==> config.mk <==
export PLATFORM = sky130hd
export DESIGN_NAME = mag_bin_sequencer
export DESIGN_NICKNAME = d
export VERILOG_FILES = /design/src/rtl/mag_bin_sequencer.sv
export SDC_FILE = /design/constraint.sdc
export NUM_CORES = 1
export LEC_CHECK = 0
export BUFFER_PORTS_ARGS = -buffer_cell sky130_fd_sc_hd__buf_2
export CELL_PAD_IN_SITES_DETAIL_PLACEMENT = 1
export CELL_PAD_IN_SITES_GLOBAL_PLACEMENT = 2
export CORE_MARGIN = 1
export CORE_UTILIZATION = 35
export CTS_BUF_LIST = sky130_fd_sc_hd__clkbuf_4
export CTS_CLUSTER_DIAMETER = 200
export DETAILED_ROUTE_END_ITERATION = 6
export MAX_ROUTING_LAYER = met4
export PLACE_DENSITY = 0.77
export SLEW_MARGIN = 20
export SYNTH_ARGS = -nofsm -noshare
export SYNTH_HDL_FRONTEND = slang
export SYNTH_SLANG_ARGS = --single-unit
==> constraint.sdc <==
create_clock -name clk -period 2.52 [get_ports clk]
set_clock_uncertainty 0.2 [all_clocks]
set_input_delay 0.504 -clock clk [delete_from_list [all_inputs] [get_ports clk]]
set_output_delay 0.504 -clock clk [all_outputs]
set_load 0.01 [all_outputs]
==> src/rtl/mag_bin_sequencer.sv <==
`default_nettype none
// ============================================================================
//  Module   : mag_bin_sequencer
//  Purpose  : Streams signed FFT bins into per-bin L1 magnitudes |re|+|im|,
//             sharing one external abs unit between the two operands.
//  Revision : 1.0  initial release
// ============================================================================
module mag_bin_sequencer #(
    parameter int DATA_W   = 8,
    parameter int NUM_BINS = 64,
    parameter int BIN_W    = 6
) (
    input  logic              clk,
    input  logic              rst_n,
    input  logic              in_valid,
    output logic              in_ready,
    input  logic [DATA_W-1:0] in_re,
    input  logic [DATA_W-1:0] in_im,
    input  logic              in_last,
    output logic [DATA_W-1:0] abs_operand,
    input  logic [DATA_W-1:0] abs_result,
    output logic              out_valid,
    input  logic              out_ready,
    output logic [DATA_W:0]   out_mag,
    output logic [BIN_W-1:0]  out_bin,
    output logic              out_sof,
    output logic              frame_err
);

    localparam logic [BIN_W-1:0] c_lastBin = BIN_W'(NUM_BINS - 1);

    typedef enum logic [1:0] {
        S_IDLE   = 2'd0,
        S_ABS_RE = 2'd1,
        S_ABS_IM = 2'd2,
        S_OUT    = 2'd3
    } state_t;

    state_t              r_state;
    state_t              w_nextState;

    logic [DATA_W-1:0]   r_reQ;
    logic [DATA_W-1:0]   r_imQ;
    logic                r_lastQ;
    logic [DATA_W:0]     r_acc;
    logic [DATA_W:0]     r_outMag;
    logic [BIN_W-1:0]    r_outBin;
    logic [BIN_W-1:0]    r_binCnt;
    logic                r_frameErr;

    logic                w_inReady;
    logic                w_outValid;
    logic [DATA_W-1:0]   w_absOperand;
    logic                w_capture;
    logic                w_handshake;
    logic                w_lastBin;
    logic [DATA_W:0]     w_sum;

    // ------------------------------------------------------------------------
    // State register
    // ------------------------------------------------------------------------
    always_ff @(posedge clk or negedge rst_n) begin
        if (!rst_n) begin
            r_state <= S_IDLE;
        end else begin
            r_state <= w_nextState;
        end
    end

    // ------------------------------------------------------------------------
    // Next-state and per-state outputs
    // ------------------------------------------------------------------------
    always_comb begin
        w_nextState  = r_state;
        w_absOperand = '0;
        w_inReady    = 1'b0;
        w_outValid   = 1'b0;
        case (r_state)
            S_IDLE: begin
                w_inReady = 1'b1;
                if (in_valid) begin
                    w_nextState = S_ABS_RE;
                end
            end
            S_ABS_RE: begin
                w_absOperand = r_reQ;
                w_nextState  = S_ABS_IM;
            end
            S_ABS_IM: begin
                w_absOperand = r_imQ;
                w_nextState  = S_OUT;
            end
            S_OUT: begin
                w_outValid = 1'b1;
                if (out_ready) begin
                    w_nextState = S_IDLE;
                end
            end
            default: begin
                w_nextState = S_IDLE;
            end
        endcase
    end

    assign w_capture   = (r_state == S_IDLE) && in_valid;
    assign w_handshake = w_outValid && out_ready;
    assign w_lastBin   = (r_binCnt == c_lastBin);
    // abs_result is unsigned, so the most negative sample still fits after zero-extension
    assign w_sum       = r_acc + {1'b0, abs_result};

    // ------------------------------------------------------------------------
    // Operand capture
    // ------------------------------------------------------------------------
    always_ff @(posedge clk or negedge rst_n) begin
        if (!rst_n) begin
            r_reQ   <= '0;
            r_imQ   <= '0;
            r_lastQ <= 1'b0;
        end else if (w_capture) begin
            r_reQ   <= in_re;
            r_imQ   <= in_im;
            r_lastQ <= in_last;
        end
    end

    // ------------------------------------------------------------------------
    // Magnitude accumulation and output registers
    // ------------------------------------------------------------------------
    always_ff @(posedge clk or negedge rst_n) begin
        if (!rst_n) begin
            r_acc    <= '0;
            r_outMag <= '0;
            r_outBin <= '0;
        end else begin
            if (r_state == S_ABS_RE) begin
                r_acc <= {1'b0, abs_result};
            end
            if (r_state == S_ABS_IM) begin
                r_outMag <= w_sum;
                r_outBin <= r_binCnt;
            end
        end
    end

    // ------------------------------------------------------------------------
    // Bin counter and framing check, both resolved on the output handshake
    // ------------------------------------------------------------------------
    always_ff @(posedge clk or negedge rst_n) begin
        if (!rst_n) begin
            r_binCnt   <= '0;
            r_frameErr <= 1'b0;
        end else begin
            r_frameErr <= 1'b0;
            if (w_handshake) begin
                // Either an early or a missing last resynchronises the column to bin 0
                r_frameErr <= r_lastQ ^ w_lastBin;
                if (r_lastQ || w_lastBin) begin
                    r_binCnt <= '0;
                end else begin
                    r_binCnt <= r_binCnt + BIN_W'(1);
                end
            end
        end
    end

    assign in_ready    = w_inReady & rst_n;
    assign abs_operand = w_absOperand;
    assign out_valid   = w_outValid;
    assign out_mag     = r_outMag;
    assign out_bin     = r_outBin;
    assign out_sof     = w_outValid && (r_outBin == '0);
    assign frame_err   = r_frameErr;

endmodule
`default_nettype wire

=== Yosys cells after proc, flatten, opt, wreduce, memory -nomap -nowiden ===
Cells that the tools add are included.
Widths: inputs -> output; s select.

* RAM bits: 0
* Latch bits: 0
* Word-level logic and storage cells: 34
* Bits in read-only memories: 0
* Input bits: 29
* Register bits after elaboration: 49
* Memories: 0

* Mux-type cells: 8
* Multiply operators: 0
* Magnitude comparators: 0
* Bitwise gates (word level): 2
* Div/mod/pow operators: 0
* Shift operators: 0
* Add/subtract/negate cells: 2
* Reductions and logical operators: 7
* Equality and inequality tests: 6

{| class="wikitable"
|+ Operator list
! cell !! number
|-
| $pmux 8 s2 || 1
|-
| $add 8x8->9 || 1
|-
| $pmux 2 s4 || 1
|-
| $add 6x1->6 const B || 1
|-
| $eq 6x6->1 const B || 1
|-
| $logic_not 6->1 || 1
|-
| $mux 6 || 1
|-
| $eq 2x2->1 const B || 2
|-
| $mux 2 || 2
|-
| $ne 2x2->1 const B || 2
|-
| $logic_and 1x1->1 || 3
|-
| $mux 1 || 3
|-
| $eq 2x1->1 const B || 1
|-
| $logic_not 2->1 || 1
|-
| $reduce_and 2->1 || 1
|-
| $and 1x1->1 || 1
|-
| $logic_or 1x1->1 || 1
|-
| $xor 1x1->1 || 1
|}

=== Depth between registers and ports, before layout ===
Gate-level depths: netlist of run 1.

* Word-level depth: 4
* Mapped depth: 7

=== Worst setup path before layout of run 1 ===
No wires, ideal clock.

* Path type: in2reg
* Start point: input port abs_result[0]
* End point: register r_outMag[6] (netlist: out_mag[6])
* Stages: 5
* Path slack: 349 ps
* Arrival: 1855 ps
* Cell sequence: ha_1 fa_1 a211oi_1 o21bai_1 o311ai_0

* Longest elaborated chain between the ends: 1

{| class="wikitable"
|+ Ends and longest elaborated chain
! what !! line !! text
|-
| start: declaration || 21 || <nowiki>input logic [DATA_W-1:0] abs_result,</nowiki>
|-
| $add 8x8->9 || 109 || <nowiki>assign w_sum = r_acc + {1'b0, abs_result};</nowiki>
|-
| end signal: assignment || 139 || <nowiki>r_outMag <= w_sum;</nowiki>
|-
| end: declaration || 46 || <nowiki>logic [DATA_W:0] r_outMag;</nowiki>
|}

No other way between the ends.
A chain may end at the register's enable or synchronous reset.

=== Final worst setup path of run 1 ===
* Start point: register r_state[1]
* End point: output port abs_operand[0]

* Longest elaborated chain between the ends: 2

{| class="wikitable"
|+ Ends and longest elaborated chain
! what !! line !! text
|-
| start: declaration || 39 || <nowiki>state_t r_state;</nowiki>
|-
| start signal: assignment || 66 || <nowiki>r_state <= w_nextState;</nowiki>
|-
| $eq 2x2->1 / $eq 2x1->1 (equally long branches) || 78 || <nowiki>case (r_state)</nowiki>
|-
| $pmux 8 s2 (*) || 78 ||
|-
| end: declaration || 20 || <nowiki>output logic [DATA_W-1:0] abs_operand,</nowiki>
|}

Every way passes the cells marked *; elsewhere a longest branch is shown, timed or not.

==> metrics.txt, run 1 <==
# TYPE chip_impl_metric gauge
chip_impl_info{name="root_buffer",value="sky130_fd_sc_hd__clkbuf_4"} 1
chip_impl_metric{name="worst_slew_margin_rel",unit=""} 0.566
chip_impl_metric{name="setup_viol",unit=""} 0
chip_impl_metric{name="placed_cells",unit=""} 356
chip_impl_info{name="ys.flop_type",value="sky130_fd_sc_hd__dfrtp_1"} 1
chip_impl_metric{name="grt_max_degree",unit=""} 50
chip_impl_info{name="post-synth-top-count-cell",value="sky130_fd_sc_hd__dfrtp_1"} 1
chip_impl_metric{name="ys_async_sr_fraction",unit=""} 1.00
chip_impl_metric{name="synth.lib_cells_used.distinct",unit=""} 41
chip_impl_metric{name="clkSinkCount",unit=""} 49
chip_impl_metric{name="mappedNetlistNets",unit=""} 252
chip_impl_metric{name="post_synth_mux_area_share",unit=""} 0.160
chip_impl_metric{name="post_synthesis_instance_area",unit="um^2"} 2460
chip_impl_metric{name="vias_per_cell",unit=""} 5.06
chip_impl_metric{name="htree_num_levels",unit=""} 2
chip_impl_metric{name="path_max_fanout",unit=""} 9
chip_impl_metric{name="worst-endpoint-required",unit="ps"} 1820
chip_impl_info{name="holdCritPathClass",value="primary input to asynchronous set/reset pin"} 1
chip_impl_metric{name="arrival",unit="ps"} 1690
chip_impl_metric{name="firstDrtPassIters",unit=""} 4
chip_impl_info{name="post_synth_main_area_contributors",value="sky130_fd_sc_hd__dfrtp_1, sky130_fd_sc_hd__mux2_2, sky130_fd_sc_hd__ha_1, sky130_fd_sc_hd__a22oi_1, sky130_fd_sc_hd__nor2b_1"} 1
chip_impl_metric{name="die_area",unit="um^2"} 7380
chip_impl_metric{name="grt-ovfl-total",unit=""} 0
chip_impl_metric{name="global_route_wire_length_before_repair",unit="um"} 9220
chip_impl_metric{name="route.vias.total",unit=""} 1848
chip_impl_metric{name="drt.antenna.violating_nets",unit=""} 0
chip_impl_metric{name="compound_gate_portion_of_the_synthesized_area",unit=""} 0.130
chip_impl_metric{name="cp_slowest_stage_delay",unit="ps"} 440
chip_impl_metric{name="place.port_buffers",unit=""} 55
chip_impl_metric{name="detailed_place.area",unit="um^2"} 2870
chip_impl_metric{name="cts_max_path_buffers",unit=""} 2
chip_impl_metric{name="multi_input_comb_area",unit="um^2"} 1220
chip_impl_metric{name="antenna_found_initial",unit=""} 0
chip_impl_metric{name="p_leak",unit="nW"} 1.39
chip_impl_info{name="outcome",value="finished, final reports clean"} 1
chip_impl_info{name="crit_path_end_kind",value="primary output"} 1
chip_impl_metric{name="post_synth_fa_ha_maj_area_fraction",unit=""} 0.0843
chip_impl_metric{name="synth_edf_count",unit=""} 0
chip_impl_metric{name="report.final.hold_viol_count",unit=""} 0
chip_impl_metric{name="vias_in_the_first_global_route",unit=""} 1892
chip_impl_metric{name="initial_utilization",unit=""} 0.363
chip_impl_metric{name="final-instance-count-excl-fill",unit=""} 365
chip_impl_metric{name="groute.usage.overall",unit=""} 0.164
chip_impl_metric{name="final_cell_area",unit="um^2"} 2990
chip_impl_metric{name="post_synth_inst_count",unit=""} 207
chip_impl_info{name="topRoutingLayerUsed",value="met4"} 1
chip_impl_metric{name="fin_crit",unit="ps"} 2400
chip_impl_metric{name="synth_simple_gate_area_share",unit=""} 0.104
chip_impl_metric{name="synthXorXnorAreaFrac",unit=""} 0.00355
chip_impl_metric{name="min_period_over_period",unit=""} 0.951
chip_impl_metric{name="power_per_cell_area",unit="nW/um^2"} 1240
chip_impl_info{name="type_of_element_launching_the_critical_path",value="flop"} 1
chip_impl_info{name="main_combinational_cell_family_by_area_after_synthesis",value="multiplexers"} 1
chip_impl_info{name="synthTopCellsByCount",value="sky130_fd_sc_hd__dfrtp_1, sky130_fd_sc_hd__mux2_2, sky130_fd_sc_hd__ha_1"} 1
chip_impl_metric{name="timing_worst_slew_pin_value",unit="ps"} 650
chip_impl_metric{name="synthDominantCellAreaShare",unit=""} 0.497
chip_impl_metric{name="diodes",unit=""} 0
chip_impl_info{name="netlist.top_cell.by_area",value="sky130_fd_sc_hd__dfrtp_1"} 1
chip_impl_metric{name="synth_sequential_area_ratio",unit=""} 0.497
chip_impl_metric{name="fp.coreArea",unit="um^2"} 6790
chip_impl_metric{name="fin_nets",unit=""} 313
chip_impl_metric{name="die-height",unit="um"} 85.9
chip_impl_metric{name="synth-warning-count",unit=""} 0
chip_impl_metric{name="n_fill_cell",unit=""} 767
chip_impl_metric{name="final_core_util",unit=""} 0.440
chip_impl_metric{name="detailroute.wirelength.met3",unit="um"} 201
chip_impl_metric{name="area_growth_from_synthesis_to_layout",unit="%"} 21.2
chip_impl_metric{name="max-cap-violations",unit=""} 0
chip_impl_info{name="worstPathCellList",value="inv_1 -> ha_2 -> nor2b_1 -> buf_2"} 1
chip_impl_metric{name="sequential_cell_area",unit="um^2"} 1230
chip_impl_metric{name="wl_per_cell",unit="um"} 15.1
chip_impl_metric{name="max_clock_freq",unit="MHz"} 417
chip_impl_metric{name="cts_hold_buffers",unit=""} 0
chip_impl_metric{name="die_x",unit="um"} 85.9
chip_impl_metric{name="clk_pin_slew_worst_paths",unit="ps"} 160
chip_impl_metric{name="report.final.slew_viol_count",unit=""} 0
chip_impl_metric{name="dpl.hpwl",unit="um"} 3950
chip_impl_info{name="slowest_stage",value="sky130_fd_sc_hd__dfrtp_2"} 1
chip_impl_metric{name="numCtsBuffers",unit=""} 5
chip_impl_metric{name="number_of_placed_i_o_pins",unit=""} 56
chip_impl_metric{name="peakVddDrop",unit="uV"} 485
chip_impl_metric{name="syn-mean-instance-area",unit="um^2"} 11.9
chip_impl_metric{name="std_cell_rows",unit=""} 30
chip_impl_info{name="clock_tree_from_tritoncts",value="built"} 1
chip_impl_metric{name="post_route_cells_drive_above_1_share",unit=""} 0.416
chip_impl_metric{name="sum_of_routed_wire_segments_on_met1",unit="um"} 2520
chip_impl_metric{name="initialDrtViolationCount",unit=""} 42
chip_impl_metric{name="drcViolationCount",unit=""} 0
chip_impl_metric{name="total_power",unit="W"} 0.00372
chip_impl_info{name="path_class",value="flop to primary output"} 1
chip_impl_metric{name="postSynthRegisterBits",unit=""} 49
chip_impl_metric{name="final_weighted_congestion_of_routability_driven_global_placement",unit=""} 0.753
chip_impl_metric{name="insertion_delay",unit="ps"} 370
chip_impl_metric{name="postRouteWirelength",unit="um"} 5520
chip_impl_metric{name="routed_length_on_met2",unit="um"} 2730
worst paths after layout:
path | from | endpoint | slack, ps | depth (start not counted)
setup / recovery | r_state[1] | abs_operand[0] | 120 | 4
hold reg to reg | out_mag[3] | out_mag[3] | 300 | 2
max in group asynchronous | rst_n | r_state[1] | 1570 | 2
min in group clk | in_im[0] | r_imQ[0] | 140 | 2
setup reg to reg | r_acc[0] | out_mag[6] | 290 | 5
hold / removal | rst_n | out_mag[5] | 90 | 2
repair_timing:
action | in CTS | in global routing
buffers inserted | 0 | 1
resized for setup | 2 | 5
hold endpoints to repair | 0 | 0
setup endpoints to repair | 7 | 5
power by group:
group          internal (W)  switching, W
logic              0.000945      0.000936
clock network      0.000211      0.000269
registers           0.00114      0.000217
metal layers:
layer  vias up  GRT usage
met5         -          -
met4         0     0.0500
met3         4     0.0385
met2        33      0.266
met1       922      0.203
li1        889          -
registers in the layout, summed over array words and instances (netlist names):
register and count:
out_mag 9, r_acc 8, r_imQ 8, r_reQ 8, out_bin 6, r_binCnt 6, r_state 2, frame_err 1
r_lastQ 1
cell families (layout without fill, tap and decap cells):
family | after synthesis | count (layout)
buf+inv | 13 | 75
mux | 35 | 35
simple gates | 46 | 46
flops | 49 | 49
xor+xnor | 1 | 1
compound gates | 47 | 47
fa+ha+maj | 16 | 16
cell type report:
class / instances / area share
Inverter: 7 / 0.00879
Clock inverter: 3 / 0.0155
Multi-Input combinational cell: 145 / 0.407
Sequential cell: 49 / 0.411
Timing Repair Buffer: 60 / 0.105
Clock buffer: 5 / 0.0126
Tap cell: 96 / 0.0402
per-stage QoR:
step	setup slack, ps	hold slack (ps)	TNS [ps]
finish	124	90.4	0
global route	-0.735	107	-0.735
CTS	61.4	92.4	0
detailed placement	17.1	275	0
global placement	91.3	266	0
floorplan	349	8.41	0
worst max-delay path, delay by kind of cell, from the launching register on:
kind,cells,cell delay (ps)
flip-flops,1,440
adder cells (fa/ha/maj),1,430
buffers and inverters,2,260
AND/OR/NAND/NOR,1,190
placed cells by master (no fill, tap or decap), types with 6 or more instances in the layout:
cell	instances
sky130_fd_sc_hd__buf_2	55
sky130_fd_sc_hd__dfrtp_1	48
sky130_fd_sc_hd__mux2_2	35
sky130_fd_sc_hd__nand2_1	11
sky130_fd_sc_hd__o21ai_0	11
sky130_fd_sc_hd__ha_1	11
sky130_fd_sc_hd__nor2b_1	9
sky130_fd_sc_hd__a22oi_1	8
sky130_fd_sc_hd__inv_1	7
sky130_fd_sc_hd__a21oi_1	6
No activity file was read; power rests on OpenSTA's default activity.
==> run 2, diff against run 1 <==
--- a/config.mk
+++ b/config.mk
@@ -9,12 +9,12 @@
 export CELL_PAD_IN_SITES_DETAIL_PLACEMENT = 1
 export CELL_PAD_IN_SITES_GLOBAL_PLACEMENT = 2
 export CORE_MARGIN = 1
-export CORE_UTILIZATION = 35
+export CORE_UTILIZATION = 36
 export CTS_BUF_LIST = sky130_fd_sc_hd__clkbuf_4
 export CTS_CLUSTER_DIAMETER = 200
 export DETAILED_ROUTE_END_ITERATION = 6
 export MAX_ROUTING_LAYER = met4
-export PLACE_DENSITY = 0.77
+export PLACE_DENSITY = 0.79
 export SLEW_MARGIN = 20
 export SYNTH_ARGS = -nofsm -noshare
 export SYNTH_HDL_FRONTEND = slang
==> run 2 against run 1 <==
  * Utilization grew 1.2 points
  * Cell count decreased by 4.9%
  * Power decreased by 2.7%
  * Non-clock buffer count increased by 1
  * Worst hold slack worse by 71 ps
  * Sequential share of layout area grew 0.73 points
  * Cell area down 1.8%
  * Largest cell class unchanged
  * Largest power group unchanged
==> metrics.txt, run 2 (synthesized netlist as in run 1, its figures left out) <==
# TYPE chip_impl_metric gauge
chip_impl_metric{name="grt-ovfl-total",unit=""} 0
chip_impl_metric{name="pwr-share-seq",unit=""} 0.374
chip_impl_metric{name="die_area",unit="um^2"} 7180
chip_impl_metric{name="initial_utilization",unit=""} 0.380
chip_impl_metric{name="cp_slowest_stage_delay",unit="ps"} 530
chip_impl_metric{name="antenna_found_initial",unit=""} 0
chip_impl_metric{name="place.port_buffers",unit=""} 55
chip_impl_info{name="crit_path_end_kind",value="primary output"} 1
chip_impl_metric{name="vias_in_the_first_global_route",unit=""} 2045
chip_impl_info{name="worstPathCellList",value="or4_1 -> nor4_1 -> buf_2"} 1
chip_impl_metric{name="p_leak",unit="nW"} 1.38
chip_impl_metric{name="p_switching",unit="W"} 0.00142
chip_impl_metric{name="power_per_cell_area",unit="nW/um^2"} 1230
chip_impl_metric{name="route.vias.total",unit=""} 1853
chip_impl_info{name="final_common_cell",value="sky130_fd_sc_hd__buf_2"} 1
chip_impl_metric{name="n_fill_cell",unit=""} 702
chip_impl_metric{name="pre_cts_slack",unit="ps"} 15.4
chip_impl_metric{name="worst_slew_margin_rel",unit=""} 0.567
chip_impl_metric{name="global_route_wire_length_before_repair",unit="um"} 9620
chip_impl_metric{name="report.final.slew_viol_count",unit=""} 0
chip_impl_metric{name="setup_viol",unit=""} 0
chip_impl_metric{name="number_of_placed_i_o_pins",unit=""} 56
chip_impl_metric{name="internal_power",unit="W"} 0.00220
chip_impl_info{name="holdCritPathClass",value="primary input to asynchronous set/reset pin"} 1
chip_impl_info{name="cp_top_family",value="simple AND/OR/NAND/NOR gates"} 1
chip_impl_metric{name="r2r.worst_path.cells",unit=""} 5
chip_impl_metric{name="die-height",unit="um"} 84.7
chip_impl_metric{name="final_weighted_congestion_of_routability_driven_global_placement",unit=""} 0.720
chip_impl_metric{name="dpl.hpwl",unit="um"} 4010
chip_impl_metric{name="initialDrtViolationCount",unit=""} 67
chip_impl_metric{name="setup-tns-final",unit="ps"} 0
chip_impl_info{name="slowest_stage",value="sky130_fd_sc_hd__or4_1"} 1
chip_impl_metric{name="vias_per_cell",unit=""} 5.34
chip_impl_metric{name="numCtsBuffers",unit=""} 5
chip_impl_metric{name="clkSinkCount",unit=""} 49
chip_impl_metric{name="fin_nets",unit=""} 314
chip_impl_metric{name="diodes",unit=""} 0
chip_impl_metric{name="firstDrtPassIters",unit=""} 6
chip_impl_metric{name="min_period_over_period",unit=""} 0.959
chip_impl_metric{name="groute.usage.overall",unit=""} 0.176
chip_impl_metric{name="die_x",unit="um"} 84.7
chip_impl_metric{name="timing_worst_slew_pin_value",unit="ps"} 650
chip_impl_metric{name="postRouteWirelength",unit="um"} 5490
chip_impl_info{name="rsz_0062_raised_after_global_routing",value="no"} 1
chip_impl_info{name="root_buffer",value="sky130_fd_sc_hd__clkbuf_4"} 1
chip_impl_metric{name="worst-endpoint-required",unit="ps"} 1820
chip_impl_metric{name="worst_hold_slack",unit="ps"} 19.8
chip_impl_metric{name="post_route_cells_drive_above_1_share",unit=""} 0.419
chip_impl_metric{name="path_max_fanout",unit=""} 3
chip_impl_metric{name="fp.coreArea",unit="um^2"} 6490
chip_impl_metric{name="max_clock_freq",unit="MHz"} 414
chip_impl_metric{name="wl_per_cell",unit="um"} 15.8
chip_impl_metric{name="drt.antenna.violating_nets",unit=""} 0
chip_impl_info{name="clock_tree_from_tritoncts",value="built"} 1
chip_impl_metric{name="grt_max_degree",unit=""} 50
chip_impl_metric{name="arrival",unit="ps"} 1710
chip_impl_metric{name="postLayoutSetupSlackWorst",unit="ps"} 103
chip_impl_metric{name="cts_max_path_buffers",unit=""} 2
chip_impl_metric{name="largest_register_ff_count",unit=""} 9
chip_impl_metric{name="area_growth_from_synthesis_to_layout",unit="%"} 19.0
chip_impl_metric{name="worst-path-buf-inv",unit=""} 1
chip_impl_metric{name="std_cell_rows",unit=""} 29
chip_impl_metric{name="placed_cells",unit=""} 339
chip_impl_info{name="crit_start",value="out_bin[3]"} 1
chip_impl_metric{name="drcViolationCount",unit=""} 0
chip_impl_info{name="critical_path.reg2reg.endpoint",value="out_mag[6]"} 1
chip_impl_metric{name="power.combinational.fraction",unit=""} 0.520
chip_impl_info{name="type_of_element_launching_the_critical_path",value="flop"} 1
chip_impl_metric{name="power.share.clock",unit=""} 0.105
chip_impl_info{name="outcome",value="finished, final reports clean"} 1
chip_impl_info{name="path_class",value="flop to primary output"} 1
chip_impl_metric{name="htree_num_levels",unit=""} 2
chip_impl_info{name="critical_path.reg2reg.startpoint",value="r_acc[0]"} 1
chip_impl_metric{name="cts.repair_timing.setup_buffer_count",unit=""} 0
chip_impl_metric{name="fin_crit",unit="ps"} 2420
chip_impl_metric{name="peakVddDrop",unit="uV"} 368
chip_impl_metric{name="insertion_delay",unit="ps"} 380
chip_impl_metric{name="clk_pin_slew_worst_paths",unit="ps"} 150
chip_impl_metric{name="max-cap-violations",unit=""} 0
chip_impl_metric{name="final_core_util",unit=""} 0.452
chip_impl_info{name="most-common-layout-cells",value="sky130_fd_sc_hd__buf_2, sky130_fd_sc_hd__dfrtp_1, sky130_fd_sc_hd__mux2_2"} 1
chip_impl_metric{name="final-instance-count-excl-fill",unit=""} 347
chip_impl_metric{name="flop2flop_setup_slack",unit="ps"} 240
chip_impl_metric{name="report.final.hold_viol_count",unit=""} 0
chip_impl_metric{name="switching_portion_of_total_power",unit=""} 0.392
## run 2: cell count changes in the layout (fill, tap and decap cells not counted), sizes merged
cell    previous run  this run
buf               60        61
bufinv             1         0
inv                7         8
## run 2: final cells by class
class / instances / area [um^2] / area share
Clock inverter: 3 / 21.3 / 0.00725
Multi-Input combinational cell: 145 / 1200 / 0.408
Tap cell: 77 / 96.3 / 0.0328
Inverter: 7 / 26.3 / 0.00896
Sequential cell: 49 / 1230 / 0.418
Clock buffer: 5 / 37.5 / 0.0128
Timing Repair Buffer: 61 / 328 / 0.112
## run 2: worst max-delay path by stage
stage | cells past startpoint | endpoint
global placement | 6 | out_mag[6]
CTS | 6 | abs_operand[0]
finish | 3 | out_sof
detailed placement | 6 | out_mag[6]
floorplan | 5 | out_mag[6]
global route | 6 | abs_operand[0]
## run 2: timing repair
item,in CTS,in global routing
hold buffers,0,0
endpoints found under the setup margin,8,9
resized for setup,1,6
## run 2: per-stage QoR
stage / instance area [um^2] / power, W
4_1_cts: 2920 / 0.00366
3_5_place_dp: 2860 / 0.00327
5_1_grt: 2930 / 0.00395
6_report: 2930 / 0.00362
2_1_floorplan: 2460 / 0.00264
3_3_place_gp: 2860 / 0.00321
## run 2: power by group through the flow
stage | Combinational, W | Sequential (W) | Clock (W)
floorplan | 0.00127 | 0.00137 | 0
global placement | 0.00184 | 0.00136 | 0
detailed placement | 0.00189 | 0.00138 | 0
CTS | 0.00189 | 0.00136 | 0.000405
global route | 0.00211 | 0.00140 | 0.000435
finish | 0.00188 | 0.00136 | 0.000382
## run 2: per-layer routing
layer	GRT usage	wire (um)
met1	0.201	2500
met2	0.310	2730
met3	0.0315	174
met4	0.0601	85
met5	-	0
## run 2: worst reg2reg max path: stages (launching register included)
cell and delay (ps):
sky130_fd_sc_hd__dfrtp_1 400, sky130_fd_sc_hd__ha_1 220, sky130_fd_sc_hd__fa_1 430, sky130_fd_sc_hd__a211oi_1 420, sky130_fd_sc_hd__o21bai_1 170, sky130_fd_sc_hd__o311ai_0 340
==> run 3, diff against run 2 <==
--- a/config.mk
+++ b/config.mk
@@ -15,6 +15,7 @@
 export DETAILED_ROUTE_END_ITERATION = 6
 export MAX_ROUTING_LAYER = met4
 export PLACE_DENSITY = 0.79
+export SETUP_SLACK_MARGIN = 0.3
 export SLEW_MARGIN = 20
 export SYNTH_ARGS = -nofsm -noshare
 export SYNTH_HDL_FRONTEND = slang
==> run 3 against run 2 <==
  * Sequential cell count did not move
  * Combinational power increased by 13%
  * Global-route usage up 0.56 points
  * Clock power up 3%
  * Worst hold slack improved by 3.9 ps
  * Maximum frequency up 2.1%
  * Highest routed layer unchanged
==> metrics.txt, run 3 (synthesized netlist as in run 1, its figures left out) <==
# TYPE chip_impl_metric gauge
chip_impl_info{name="outcome",value="finished, final reports clean"} 1
chip_impl_metric{name="p_leak",unit="nW"} 1.43
chip_impl_metric{name="peakVddDrop",unit="uV"} 383
chip_impl_metric{name="post_route_cells_drive_above_1_share",unit=""} 0.478
chip_impl_metric{name="placed_cells",unit=""} 339
chip_impl_metric{name="path_max_fanout",unit=""} 2
chip_impl_metric{name="fp.coreArea",unit="um^2"} 6490
chip_impl_info{name="rsz_0062_raised_after_global_routing",value="yes"} 1
chip_impl_metric{name="diodes",unit=""} 0
chip_impl_metric{name="wl_per_cell",unit="um"} 16.1
chip_impl_metric{name="min_period_over_period",unit=""} 0.940
chip_impl_metric{name="power_per_cell_area",unit="nW/um^2"} 1270
chip_impl_info{name="path_class",value="flop to primary output"} 1
chip_impl_metric{name="vias_per_cell",unit=""} 5.25
chip_impl_info{name="slowest_stage",value="sky130_fd_sc_hd__or4_4"} 1
chip_impl_metric{name="initial_utilization",unit=""} 0.380
chip_impl_metric{name="area_growth_from_synthesis_to_layout",unit="%"} 25.2
chip_impl_metric{name="fin_nets",unit=""} 322
chip_impl_info{name="worstPathCellList",value="or4_4 -> nor4_4 -> buf_2"} 1
chip_impl_metric{name="dpl.hpwl",unit="um"} 4010
chip_impl_info{name="root_buffer",value="sky130_fd_sc_hd__clkbuf_4"} 1
chip_impl_metric{name="htree_num_levels",unit=""} 2
chip_impl_metric{name="die-height",unit="um"} 84.7
chip_impl_metric{name="timing_worst_slew_pin_value",unit="ps"} 633
chip_impl_metric{name="numCtsBuffers",unit=""} 5
chip_impl_metric{name="drt.antenna.violating_nets",unit=""} 0
chip_impl_metric{name="grt_max_degree",unit=""} 50
chip_impl_metric{name="global_route_wire_length_before_repair",unit="um"} 9820
chip_impl_metric{name="postRouteWirelength",unit="um"} 5730
chip_impl_metric{name="largest_register_ff_count",unit=""} 9
chip_impl_info{name="final_common_cell",value="sky130_fd_sc_hd__buf_2"} 1
chip_impl_metric{name="cts_hold_buffers",unit=""} 0
chip_impl_metric{name="std_cell_rows",unit=""} 29
chip_impl_info{name="holdCritPathClass",value="primary input to asynchronous set/reset pin"} 1
chip_impl_info{name="crit_path_end_kind",value="primary output"} 1
chip_impl_metric{name="clkSinkCount",unit=""} 49
chip_impl_metric{name="cp_slowest_stage_delay",unit="ps"} 550
chip_impl_metric{name="max-cap-violations",unit=""} 0
chip_impl_metric{name="number_of_placed_i_o_pins",unit=""} 56
chip_impl_metric{name="die_x",unit="um"} 84.7
chip_impl_metric{name="route.vias.total",unit=""} 1863
chip_impl_info{name="clock_tree_from_tritoncts",value="built"} 1
chip_impl_metric{name="firstDrtPassIters",unit=""} 6
chip_impl_info{name="most-common-layout-cells",value="sky130_fd_sc_hd__buf_2, sky130_fd_sc_hd__dfrtp_1, sky130_fd_sc_hd__mux2_2, sky130_fd_sc_hd__buf_4"} 1
chip_impl_metric{name="cts_max_path_buffers",unit=""} 2
chip_impl_metric{name="antenna_found_initial",unit=""} 0
chip_impl_metric{name="drcViolationCount",unit=""} 0
chip_impl_metric{name="max_clock_freq",unit="MHz"} 422
chip_impl_metric{name="worst_slew_margin_rel",unit=""} 0.578
chip_impl_metric{name="clk_pin_slew_worst_paths",unit="ps"} 160
chip_impl_metric{name="arrival",unit="ps"} 1660
chip_impl_metric{name="die_area",unit="um^2"} 7180
chip_impl_metric{name="setup_viol",unit=""} 0
chip_impl_info{name="type_of_element_launching_the_critical_path",value="flop"} 1
chip_impl_metric{name="insertion_delay",unit="ps"} 380
chip_impl_metric{name="report.final.hold_viol_count",unit=""} 0
chip_impl_metric{name="place.port_buffers",unit=""} 55
chip_impl_metric{name="initialDrtViolationCount",unit=""} 57
chip_impl_metric{name="worst-endpoint-required",unit="ps"} 1820
chip_impl_metric{name="setup-tns-final",unit="ps"} 0
chip_impl_metric{name="final-instance-count-excl-fill",unit=""} 355
chip_impl_metric{name="grt-ovfl-total",unit=""} 0
chip_impl_metric{name="groute.usage.overall",unit=""} 0.181
chip_impl_metric{name="report.final.slew_viol_count",unit=""} 0
chip_impl_metric{name="fin_crit",unit="ps"} 2370
chip_impl_metric{name="vias_in_the_first_global_route",unit=""} 2038
chip_impl_metric{name="final_weighted_congestion_of_routability_driven_global_placement",unit=""} 0.720
[run 3: critical path: cells and delay by family, from the launching register on]
| family | cells | cell delay [ps] |
|---|---|---|
| simple gates | 2 | 710 |
| flops | 1 | 410 |
| buf+inv | 1 | 170 |
[run 3: timing repair]
action,4_1_cts,5_1_grt
gates resized for setup,18,8
pin swaps,1,1
setup endpoints to repair,10,11
gates cloned,1,0
setup buffers,6,1
[run 3: final cells by class]
cell class,instances,area [um^2]
multi-input cells,145,1290
well taps,77,96.3
clock inverters,3,21.3
inverters,7,28.8
clock buffers,5,37.5
repair buffers,69,384
fillers,694,3410
flip-flops and latches,49,1230
[run 3: final timing paths]
path                             from          to  slack [ps]  cells after the start
min                             rst_n    r_acc[4]          20                      2
min in group clk             in_re[7]    r_reQ[7]         140                      2
min reg2reg                out_mag[3]  out_mag[3]         310                      2
max reg2reg                  r_acc[0]  out_mag[6]         470                      5
max in group asynchronous       rst_n  r_state[1]        1630                      2
max                        out_bin[3]     out_sof         150                      3
[run 3: layer usage]
layer  part of all wire  GRT usage  vias to the layer above
li1                   -          -                      907
met1               0.47      0.218                      916
met2               0.49      0.309                       33
met3              0.030     0.0315                        7
met4              0.016     0.0601                        0
met5                  0          -                        -
[run 3: through the flow]
stage	setup slack, ps	util	cell area, um^2	hold slack [ps]	power (W)
global route	79.9	0.475	3090	78.2	0.00423
CTS	142	0.469	3040	52.8	0.00388
global placement	53.5	0.440	2860	262	0.00321
finish	152	0.475	3090	23.7	0.00391
detailed placement	15.4	0.440	2860	291	0.00327
floorplan	349	-	2460	8.41	0.00264
[run 3: power breakdown]
group          internal (W)  switching (W)  total [W]  leakage (nW)
clock              0.000111       0.000283   0.000394        0.0316
sequential          0.00114       0.000253    0.00140         0.600
combinational       0.00111        0.00101    0.00212         0.800
